`src/rtl/lb_pkg.sv`:
```
// Shared types and constants for the local-buffer FIFO controller.
package lb_pkg;
  localparam int LB_AW = 6;
  localparam int LB_DW = 128;
  localparam int LB_NB = 8;
  localparam int LB_AF = 56;

  typedef logic [LB_DW-1:0] lb_word_t;
  typedef logic [LB_AW-1:0] lb_addr_t;

  // SRAM write enables are active-low per 16-bit group
  localparam logic [LB_NB-1:0] LB_WE_ALL  = 8'h00;
  localparam logic [LB_NB-1:0] LB_WE_NONE = 8'hFF;
endpackage

```
`src/rtl/lb_out_skid.sv`:
```
// Two-entry register FIFO absorbing the SRAM read latency; head is e0.
module lb_out_skid
  import lb_pkg::*;
#(
  parameter int DW = LB_DW
) (
  input  logic          clk,
  input  logic          rst,
  input  logic          flush,
  input  logic          push,
  input  logic [DW-1:0] din,
  input  logic          pop,
  output logic [DW-1:0] dout,
  output logic [1:0]    cnt
);
  logic [DW-1:0] e0, e1;

  always_ff @(posedge clk) begin
    if (rst || flush) begin
      cnt <= 2'd0;
    end else begin
      case ({push, pop})
        2'b10: begin
          if (cnt == 2'd0) e0 <= din;
          else             e1 <= din;
          cnt <= cnt + 2'd1;
        end
        2'b01: begin
          e0  <= e1;
          cnt <= cnt - 2'd1;
        end
        2'b11: begin
          // pop and push together: head advances, new word lands behind it
          if (cnt == 2'd1) e0 <= din;
          else begin
            e0 <= e1;
            e1 <= din;
          end
        end
        default: ;
      endcase
    end
  end

  assign dout = e0;
endmodule

```
`src/rtl/lb_fifo_ctrl.sv`:
```
// Streams words through a 64x128 dual-port SRAM: port A writes, port B reads,
// with a 2-entry skid hiding the 1-cycle read latency.
module lb_fifo_ctrl
  import lb_pkg::*;
#(
  parameter int AW       = LB_AW,
  parameter int DW       = LB_DW,
  parameter int NB       = LB_NB,
  parameter int AF_LEVEL = LB_AF
) (
  input  logic          clk,
  input  logic          rst,
  input  logic          flush,
  input  logic          wr_valid,
  output logic          wr_ready,
  input  logic [DW-1:0] wr_data,
  output logic          rd_valid,
  input  logic          rd_ready,
  output logic [DW-1:0] rd_data,
  output logic [6:0]    count,
  output logic          full,
  output logic          empty,
  output logic          almost_full,
  output logic          sram_oea,
  output logic          sram_oeb,
  output logic [NB-1:0] sram_wean,
  output logic [NB-1:0] sram_webn,
  output logic [AW-1:0] sram_a,
  output logic [AW-1:0] sram_b,
  output logic [DW-1:0] sram_dia,
  output logic [DW-1:0] sram_dib,
  input  logic [DW-1:0] sram_doa,
  input  logic [DW-1:0] sram_dob
);
  localparam logic [6:0] DEPTH = 7'(1 << AW);

  logic [AW-1:0] wptr, rptr;
  logic [6:0]    scnt, scnt_n, count_n;
  logic          pend, clr, pop, wr_go, iss;
  logic [1:0]    skid_cnt;
  logic [2:0]    inflight, skid_n;
  logic          unused_doa;

  assign unused_doa = ^sram_doa;
  assign sram_oea   = 1'b0;
  assign sram_webn  = LB_WE_NONE;
  assign sram_dib   = '0;

  lb_out_skid #(.DW(DW)) u_skid (
    .clk  (clk),
    .rst  (rst),
    .flush(flush),
    .push (pend),
    .din  (sram_dob),
    .pop  (pop),
    .dout (rd_data),
    .cnt  (skid_cnt)
  );

  always_comb begin
    clr      = rst || flush;
    rd_valid = (skid_cnt != 2'd0);
    pop      = rd_valid && rd_ready;
    wr_ready = !clr && (scnt < DEPTH);
    wr_go    = wr_valid && wr_ready;
    // words already committed to the skid once this cycle's pop/capture settle
    inflight = 3'(skid_cnt) + 3'(pend) - 3'(pop);
    iss      = !clr && (scnt != 7'd0) && (inflight < 3'd2);

    sram_wean = wr_go ? LB_WE_ALL : LB_WE_NONE;
    sram_a    = clr ? '0 : wptr;
    sram_dia  = clr ? '0 : wr_data;
    sram_oeb  = iss;
    sram_b    = clr ? '0 : rptr;

    scnt_n  = clr ? 7'd0 : scnt + 7'(wr_go) - 7'(iss);
    skid_n  = clr ? 3'd0 : inflight;
    count_n = scnt_n + 7'(iss) + 7'(skid_n);
  end

  always_ff @(posedge clk) begin
    if (clr) begin
      wptr <= '0;
      rptr <= '0;
      pend <= 1'b0;
    end else begin
      if (wr_go) wptr <= wptr + 1'b1;
      if (iss)   rptr <= rptr + 1'b1;
      pend <= iss;
    end
    scnt        <= scnt_n;
    count       <= count_n;
    full        <= (scnt_n == DEPTH);
    empty       <= (count_n == 7'd0);
    almost_full <= (count_n >= 7'(AF_LEVEL));
  end
endmodule
```
`config.mk`:
```
export PLATFORM = sky130hd
export DESIGN_NAME = lb_fifo_ctrl
export DESIGN_NICKNAME = d
export VERILOG_FILES = /design/src/rtl/lb_pkg.sv /design/src/rtl/lb_out_skid.sv /design/src/rtl/lb_fifo_ctrl.sv
export SDC_FILE = /design/constraint.sdc
export NUM_CORES = 1
export LEC_CHECK = 0
export CORE_AREA = 2 2 321 323
export CTS_CLUSTER_DIAMETER = 120
export DETAILED_ROUTE_END_ITERATION = 10
export DIE_AREA = 0 0 323 325
export SETUP_SLACK_MARGIN = 0.1
export SYNTH_ARGS = -nofsm -noshare
export SYNTH_HDL_FRONTEND = slang
export SYNTH_SLANG_ARGS = --single-unit
```
`constraint.sdc`:
```
create_clock -name clk -period 14.8 [get_ports clk]
set_clock_uncertainty 0.2 [all_clocks]
set_input_delay 3.7 -clock clk [delete_from_list [all_inputs] [get_ports clk]]
set_output_delay 3.7 -clock clk [all_outputs]
set_load 0.02 [all_outputs]
```
Word level (Yosys, flattened, before mapping)
Cells that the tools add are included.
Widths: inputs -> output; s select.
{ "word_totals": {"register_bits": 288} }
{ "classes": {"n_addsub": 10, "magnitude_cmp": 3, "eq_ne": 8, "n_mux": 13, "bitwise_logic": 1, "reduce_logical": 16} }
{ "ops": {"columns": ["operator", "n"], "rows": [
  ["$mux 128", 5],
  ["$pmux 128 s3", 1],
  ["$pmux 128 s2", 1],
  ["$add 7x1->7", 2],
  ["$add 6x1->6 const B", 2],
  ["$mux 6", 2],
  ["$mux 8", 1],
  ["$add 7x3->7", 1],
  ["$eq 7x7->1 const B", 1],
  ["$ge 7x6->1 const B", 1],
  ["$logic_not 7->1", 1],
  ["$lt 7x7->1 const B", 1],
  ["$mux 7", 1],
  ["$reduce_bool 7->1", 1],
  ["$sub 7x1->7", 1],
  ["$reduce_bool 2->1", 3],
  ["$logic_and 1x1->1", 5],
  ["$eq 2x1->1 const B", 2],
  ["$eq 2x2->1 const B", 2],
  ["$ne 2x2->1 const B", 2],
  ["$pmux 2 s2", 1],
  ["$reduce_and 4->1", 1],
  ["$add 2x1->3", 1],
  ["$lt 3x2->1 const B", 1],
  ["11 further kinds", 11]
]} }

Depth between registers and ports, before layout
Gate-level depths: netlist of run 1.
{ "logic_depth": {"word_depth": 10, "ltp_mapped": 23, "ltp_nobuf": 23} }

By module
Synthesis of run 1 repeated with hierarchy kept, for this count alone.
{ "hier_totals": {"cells_unflattened": 1201, "area_unflattened_um2": 15899.0} }
{ "by_module_without_submodules": {"columns": ["mod", "n_inst", "cells_each", "area_per_inst_um2", "seq_area_each_um2"], "rows": [
  ["lb_out_skid", 1, 721, 12203.0, 7727.4],
  ["lb_fifo_ctrl", 1, 480, 3696.0, 600.6]
]} }

Worst setup path after synthesis of run 1
Ideal clock, no wire load.
{ "synth_path": {"path_kind": "input to register", "startpoint": "input flush", "endpoint": "register u_skid.e0[0] (netlist: u_skid.dout[0]), enable pin", "t_arrival_ns": 10.542, "path_slack_ns": 3.402, "cell_stages": 4, "cell_sequence": "or2_1 -> buf_6 -> clkbuf_1 -> a21oi_1"} }
{ "synth_between": {"elab_chain_len": 3} }
{ "synth_rtl": {"columns": ["element", "line_no", "source"], "rows": [
  ["from (decl)", "lb_fifo_ctrl.sv:13", "input logic flush,"],
  ["$logic_or 1x1->1", "lb_out_skid.sv:19", "if (rst || flush) begin"],
  ["$not 1->1 (no line)", null, null],
  ["$reduce_and 3->1 (no line)", null, null],
  ["to (signal assigned)", "lb_out_skid.sv:24", "if (cnt == 2'd0) e0 <= din;"],
  ["to (signal assigned)", "lb_out_skid.sv:34", "if (cnt == 2'd1) e0 <= din;"],
  ["to (decl)", "lb_out_skid.sv:16", "logic [DW-1:0] e0, e1;"]
]} }
Every way passes these cells.
A chain may end at the register's enable or synchronous reset.

Worst setup path after layout of run 1
{ "layout_path": {"startpoint": "input rd_ready", "endpoint": "output sram_oeb"} }
{ "layout_between": {"elab_chain_len": 4} }
{ "layout_rtl": {"columns": ["element", "line_no", "source"], "rows": [
  ["from (decl)", "lb_fifo_ctrl.sv:18", "input logic rd_ready,"],
  ["$logic_and 1x1->1", "lb_fifo_ctrl.sv:63", "pop = rd_valid && rd_ready;"],
  ["$sub 3x1->3", "lb_fifo_ctrl.sv:67", "inflight = 3'(skid_cnt) + 3'(pend) - 3'(pop);"],
  ["$lt 3x2->1", "lb_fifo_ctrl.sv:68", "iss = !clr && (scnt != 7'd0) && (inflight < 3'd2);"],
  ["$logic_and 1x1->1", "lb_fifo_ctrl.sv:68", null],
  ["to (decl)", "lb_fifo_ctrl.sv:25", "output logic sram_oeb,"]
]} }
Every way passes these cells.

==> flow_summary.toml, run 1 <==
[run_status]
status = "finished clean"

[critical_path]
cp_max_fo = 8
crit_slowest_cell = "clkdlybuf4s50_1"
critical_path_class = "primary input to output pin"
cp-end-kind = "output pin"
cpPeakStageDelay_ns = 0.63
crit_chain = "clkdlybuf4s50_1 -> nand2_1 -> xnor2_1 -> ha_1 -> inv_1 -> fa_1 -> xor2_1 -> a2111oi_4 -> buf_4 -> clkdlybuf4s50_1"
crit_arrival_ns = 6.73
cp_num_buf_inv = 4
startpoint_type = "primary input"
cpLargestDelayFamily = "buffers and inverters"
cp.required_ns = 10.90
cp_common_cell = "clkdlybuf4s50_1"

[cts]
clk_latency_ns = 0.56
clkTransAtPathRegs_ns = 0.06
cts.repair.resized = 0
cts_sinks = 288
post_cts_buffers = 0
hold_buffers = 0
cts_max_level = 2
cts_buffers = 36
cts_tree = "done"
clock_path_buffers = 3
cts_root_buffer = "clkbuf_16"

[placement]
placed_cell_area_um2 = 19700
hpwl_mm = 48.2
port_buffers = 549
routabilityCongestion = 0.738
dp_cells = 2785

[power]
finalPower_mw = 2.43
vdd_drop_max_uv = 75.8
cellPowerDensity_nw_per_um2 = 116
p_leak_nw = 7.21

[final_layout]
drive_above_1_share_pct = 14.1
regArea_um2 = 8330
fin_cells = 2875
nets = 1864
areaGrowthSynthToFinish_pct = 59.5
fillers = 10984
multi_input_area_um2 = 4050
design_area_um2 = 21000

[die]
num_io_pins = 815
start_util_pct = 13.0
die_area_um2 = 105000
die_x_um = 323
core.rowCount = 117
coreArea_um2 = 101000
die_y_um = 325

[sta]
hold_viol = 0
rsz0062_at_grt = "no"
post-route-min-period_ns = 10.63
min_period_over_period_pct = 71.8
timing.hold.ws_ns = 0.342
fin_setup_tns_ns = 0
tightest_slew_ns = 0.982
slew_headroom_pct = 34.5
maxSlewViolCount = 0
fmax_mhz = 94.1
setup_viol = 0

[hold_path]
hold_class = "flop to flop"

[synth]
async_reset_ff_share_pct = 0
yosysUniqueCellTypes = 60
ys_seq_area_share_pct = 63.3
ys_top_cells_by_count = "256 x edfxtp_1, 144 x buf_4, 143 x and2_1, 129 x mux2_2, 32 x dfxtp_1"
synth_top_area_cell = "edfxtp_1"
synth_edf_count = 256
synth_area_um2 = 13200
synth_ff_type = "edfxtp_1"
synth_most_common_cell = "edfxtp_1"
syn-instance-count = 902
yosysTopAreaCellShare_pct = 58.4
netlist_top_cells_area = "edfxtp_1 58%, mux2_2 11%, buf_4 8.2%, and2_1 6.8%, dfxtp_1 4.9%"
syn_avg_cell_area_um2 = 14.6
ys_ff_latch = 288
ys_warn_count = 0

[grt]
grt_remaining_overflow = 0
grt_max_degree = 94
grt_pass1_vias = 8774
grtUsageTotal_pct = 10.9
grt_first_pass_wirelength_mm = 76.9
antenna_found_initial = 69

[routing]
drc = 0
routed_wl_mm = 59.3
drt-initial-drc-count = 470
ant_nets = 0
vias_per_cell = 3.12
vias = 8975
firstDrtPassIters = 4
wl_per_cell_um = 20.6

[flow_run]
cap_violations = 0
metrics by stage:
step                      utilization [%]  worst slack, ns
final                                20.7             4.17
after global routing                 20.6             4.01
after CTS                            20.6             4.13
after detailed placement             19.5             4.13
after global placement               19.5             4.16
after floorplan                         -             3.40
flip-flops by register name, summed over array words and instances, names as in the netlist:
signal,flops
almost_full,1
count,7
empty,1
full,1
pend,1
rptr,6
scnt,7
u_skid.cnt,2
u_skid.dout,128
u_skid.e1,128
wptr,6
logic make-up after synthesis:
logic type / share of synthesized area, %
compound gates: 1.75
other cells: 0.0571
fa+ha+maj: 2.13
simple gates: 9.54
flops: 63.3
buf+inv: 9.95
xor+xnor: 1.89
mux: 11.4
layout by cell type (no fill, tap or decap), types with 4 or more instances in the layout:
master,instances
a21oi_1,5
and2_1,143
buf_4,10
bufinv_16,4
clkbuf_1,9
clkbuf_16,36
clkdlybuf4s50_1,549
conb_1,137
dfxtp_1,32
diode_2,26
edfxtp_1,256
fa_1,4
ha_1,16
inv_1,19
mux2_2,129
nand2_1,12
nor2_1,25
xnor2_1,14
xor2_1,10
final cells by class:
cell class                      instances  area share, %
Antenna cell                           26          0.310
Clock buffer                           46           4.52
Clock inverter                         18           1.09
Inverter                               19          0.340
Multi-Input combinational cell        551           19.3
Sequential cell                       288           39.7
Tap cell                             1368           8.16
Timing Repair Buffer                  559           26.6
worst register-to-register path: cells and delay by family (launching register included):
family	cells	cell delay, ns
compound gates	3	1.08
xor+xnor	2	0.51
fa+ha+maj	7	1.89
buf+inv	6	0.62
flops	1	0.41
mux	2	0.27
simple gates	4	0.93
worst paths after layout:
check / slack, ns / to / cells past startpoint / startpoint
min: 0.34 / u_skid.dout[20] / 1 / u_skid.e1[20]
min reg2reg: 0.34 / u_skid.dout[20] / 1 / u_skid.e1[20]
max: 4.17 / sram_oeb / 10 / rd_ready
max reg2reg: 8.82 / almost_full / 24 / u_skid.cnt[1]
per-layer routing:
| layer | global-route usage (%) | wire, um |
|---|---|---|
| met4 | 3.04 | 1560 |
| met3 | 4.44 | 6950 |
| met5 | 0 | 20 |
| met1 | 11.7 | 20900 |
| met2 | 19.5 | 29800 |
report_power, final:
| part | switching [mW] | internal (mW) |
|---|---|---|
| logic | 0.308 | 0.275 |
| clock network | 0.368 | 0.529 |
| registers | 0.0144 | 0.936 |
| total | 0.690 | 1.74 |
Note: power is estimated with default switching activity, not from simulation.
==> run 2, diff against run 1 <==
--- a/config.mk
+++ b/config.mk
@@ -5,10 +5,10 @@
 export SDC_FILE = /design/constraint.sdc
 export NUM_CORES = 1
 export LEC_CHECK = 0
-export CORE_AREA = 2 2 321 323
+export CORE_AREA = 2 2 320 322
 export CTS_CLUSTER_DIAMETER = 120
 export DETAILED_ROUTE_END_ITERATION = 10
-export DIE_AREA = 0 0 323 325
+export DIE_AREA = 0 0 322 324
 export SETUP_SLACK_MARGIN = 0.1
 export SYNTH_ARGS = -nofsm -noshare
 export SYNTH_HDL_FRONTEND = slang
==> constraint.sdc (replaced) <==
create_clock -name clk -period 11.1 [get_ports clk]
set_clock_uncertainty 0.2 [all_clocks]
set_input_delay 2.775 -clock clk [delete_from_list [all_inputs] [get_ports clk]]
set_output_delay 2.775 -clock clk [all_outputs]
set_load 0.02 [all_outputs]
==> flow_summary.toml, run 2 (same netlist as run 1, synthesis figures left out) <==
[final_layout]
fillers = 10906
nets = 1866
mostFrequentLayoutCell = "clkdlybuf4s50_1"
areaGrowthSynthToFinish_pct = 59.3
fin_cells = 2834
multi_input_area_um2 = 4050
layout_common_cells = "549 x clkdlybuf4s50_1, 256 x edfxtp_1, 143 x and2_1"
drive_above_1_share_pct = 14.4
regArea_um2 = 8330

[critical_path]
cp_max_fo = 7
cp_common_cell = "clkdlybuf4s50_1"
cp_num_buf_inv = 3
critical_path_class = "primary input to output pin"
crit_slowest_cell = "clkdlybuf4s50_1"
cpLargestDelayFamily = "buffers and inverters"
cp-end-kind = "output pin"
cp.required_ns = 8.12
startpoint_type = "primary input"
crit_arrival_ns = 5.70
cpPeakStageDelay_ns = 0.68
crit_chain = "clkdlybuf4s50_1 -> nand2_1 -> xnor2_1 -> ha_1 -> inv_1 -> fa_1 -> xor2_1 -> a2111oi_4 -> clkdlybuf4s50_1"

[cts]
cts.repair.resized = 0
post_cts_buffers = 0
cts_sinks = 288
cts_max_level = 2
clock_path_buffers = 3
cts_tree = "done"
hold_buffers = 0
clk_latency_ns = 0.57
cts_buffers = 36
cts_root_buffer = "clkbuf_16"
clkTransAtPathRegs_ns = 0.06

[grt]
grtUsageTotal_pct = 10.9
grt_pass1_vias = 8606
grt_remaining_overflow = 0
antenna_found_initial = 69
grt_max_degree = 70
grt_first_pass_wirelength_mm = 76.0

[sta]
fmax_mhz = 115
hold_viol = 0
tightest_slew_ns = 1.01
maxSlewViolCount = 0
min_period_over_period_pct = 78.1
setup_viol = 0
fin_setup_tns_ns = 0
rsz0062_at_grt = "no"
post-route-min-period_ns = 8.67
layout_setup_ws_ns = 2.43
slew_headroom_pct = 32.7

[power]
cellPowerDensity_nw_per_um2 = 155
p_leak_nw = 7.23
vdd_drop_max_uv = 100

[placement]
dp_cells = 2728
hpwl_mm = 47.9
port_buffers = 549
routabilityCongestion = 0.793
pre_cts_ws_ns = 2.38

[routing]
vias = 8959
ant_nets = 0
firstDrtPassIters = 7
vias_per_cell = 3.16
wl_per_cell_um = 21.2
drc = 0
drt-initial-drc-count = 406
routed_wl_mm = 60.0

[hold_path]
hold_class = "flop to flop"

[flow_run]
cap_violations = 0

[die]
num_io_pins = 815
start_util_pct = 13.0
die_x_um = 322
core.rowCount = 117
coreArea_um2 = 101000
die_y_um = 324
die_area_um2 = 104000

[run_status]
status = "finished clean"
-- run 2: changes by cell type in the layout (fill, tap and decap cells not counted), sizes merged --
| cell | before | now |
|---|---|---|
| diode | 26 | 41 |
| clkinv | 9 | 14 |
| buf | 10 | 12 |
| clkbuf | 46 | 42 |
-- run 2: worst paths after layout --
path                      start     endpoint  slack, ns  cells after the start
setup / recovery       rd_ready     sram_oeb       2.43                      9
setup reg to reg  u_skid.cnt[1]  almost_full       5.15                     24
hold / removal          wptr[5]      wptr[5]       0.33                      2
hold reg to reg         wptr[5]      wptr[5]       0.33                      2
-- run 2: per-layer routing --
metal | up-vias | GRT usage [%] | part of all wire, %
li1 | 4057 | - | -
met1 | 4268 | 11.6 | 36
met2 | 527 | 19.3 | 51
met3 | 107 | 4.53 | 10
met4 | 0 | 3.50 | 2.8
met5 | - | 0 | 0
-- run 2: report_power, final --
group / switching, mW / internal (mW)
logic: 0.417 / 0.367
clock network: 0.499 / 0.697
registers: 0.0200 / 1.25
-- run 2: final cells by class --
class / count / area share [%]
antenna: 41 / 0.490
clock buffer: 42 / 4.41
clock inverter: 23 / 1.21
inverter: 19 / 0.340
multi-input combinational: 551 / 19.3
sequential: 288 / 39.7
tap: 1309 / 7.82
timing repair buffer: 561 / 26.7
-- run 2: per-stage QoR --
step | utilization, % | cell area, um2 | total power [mW] | hold WS (ns)
3_3_place_gp | 19.5 | 19700 | 2.08 | 0.300
4_1_cts | 20.6 | 20900 | 3.32 | 0.330
3_5_place_dp | 19.5 | 19700 | 2.08 | 0.308
5_1_grt | 20.7 | 20900 | 3.41 | 0.347
2_1_floorplan | - | 13700 | 1.80 | 0.271
6_report | 20.7 | 21000 | 3.25 | 0.332
-- run 2: worst min-delay path: stages, from the launching register on --
cell and delay, ns:
dfxtp_1 0.35, xor2_1 0.08, nor2_1 0.07
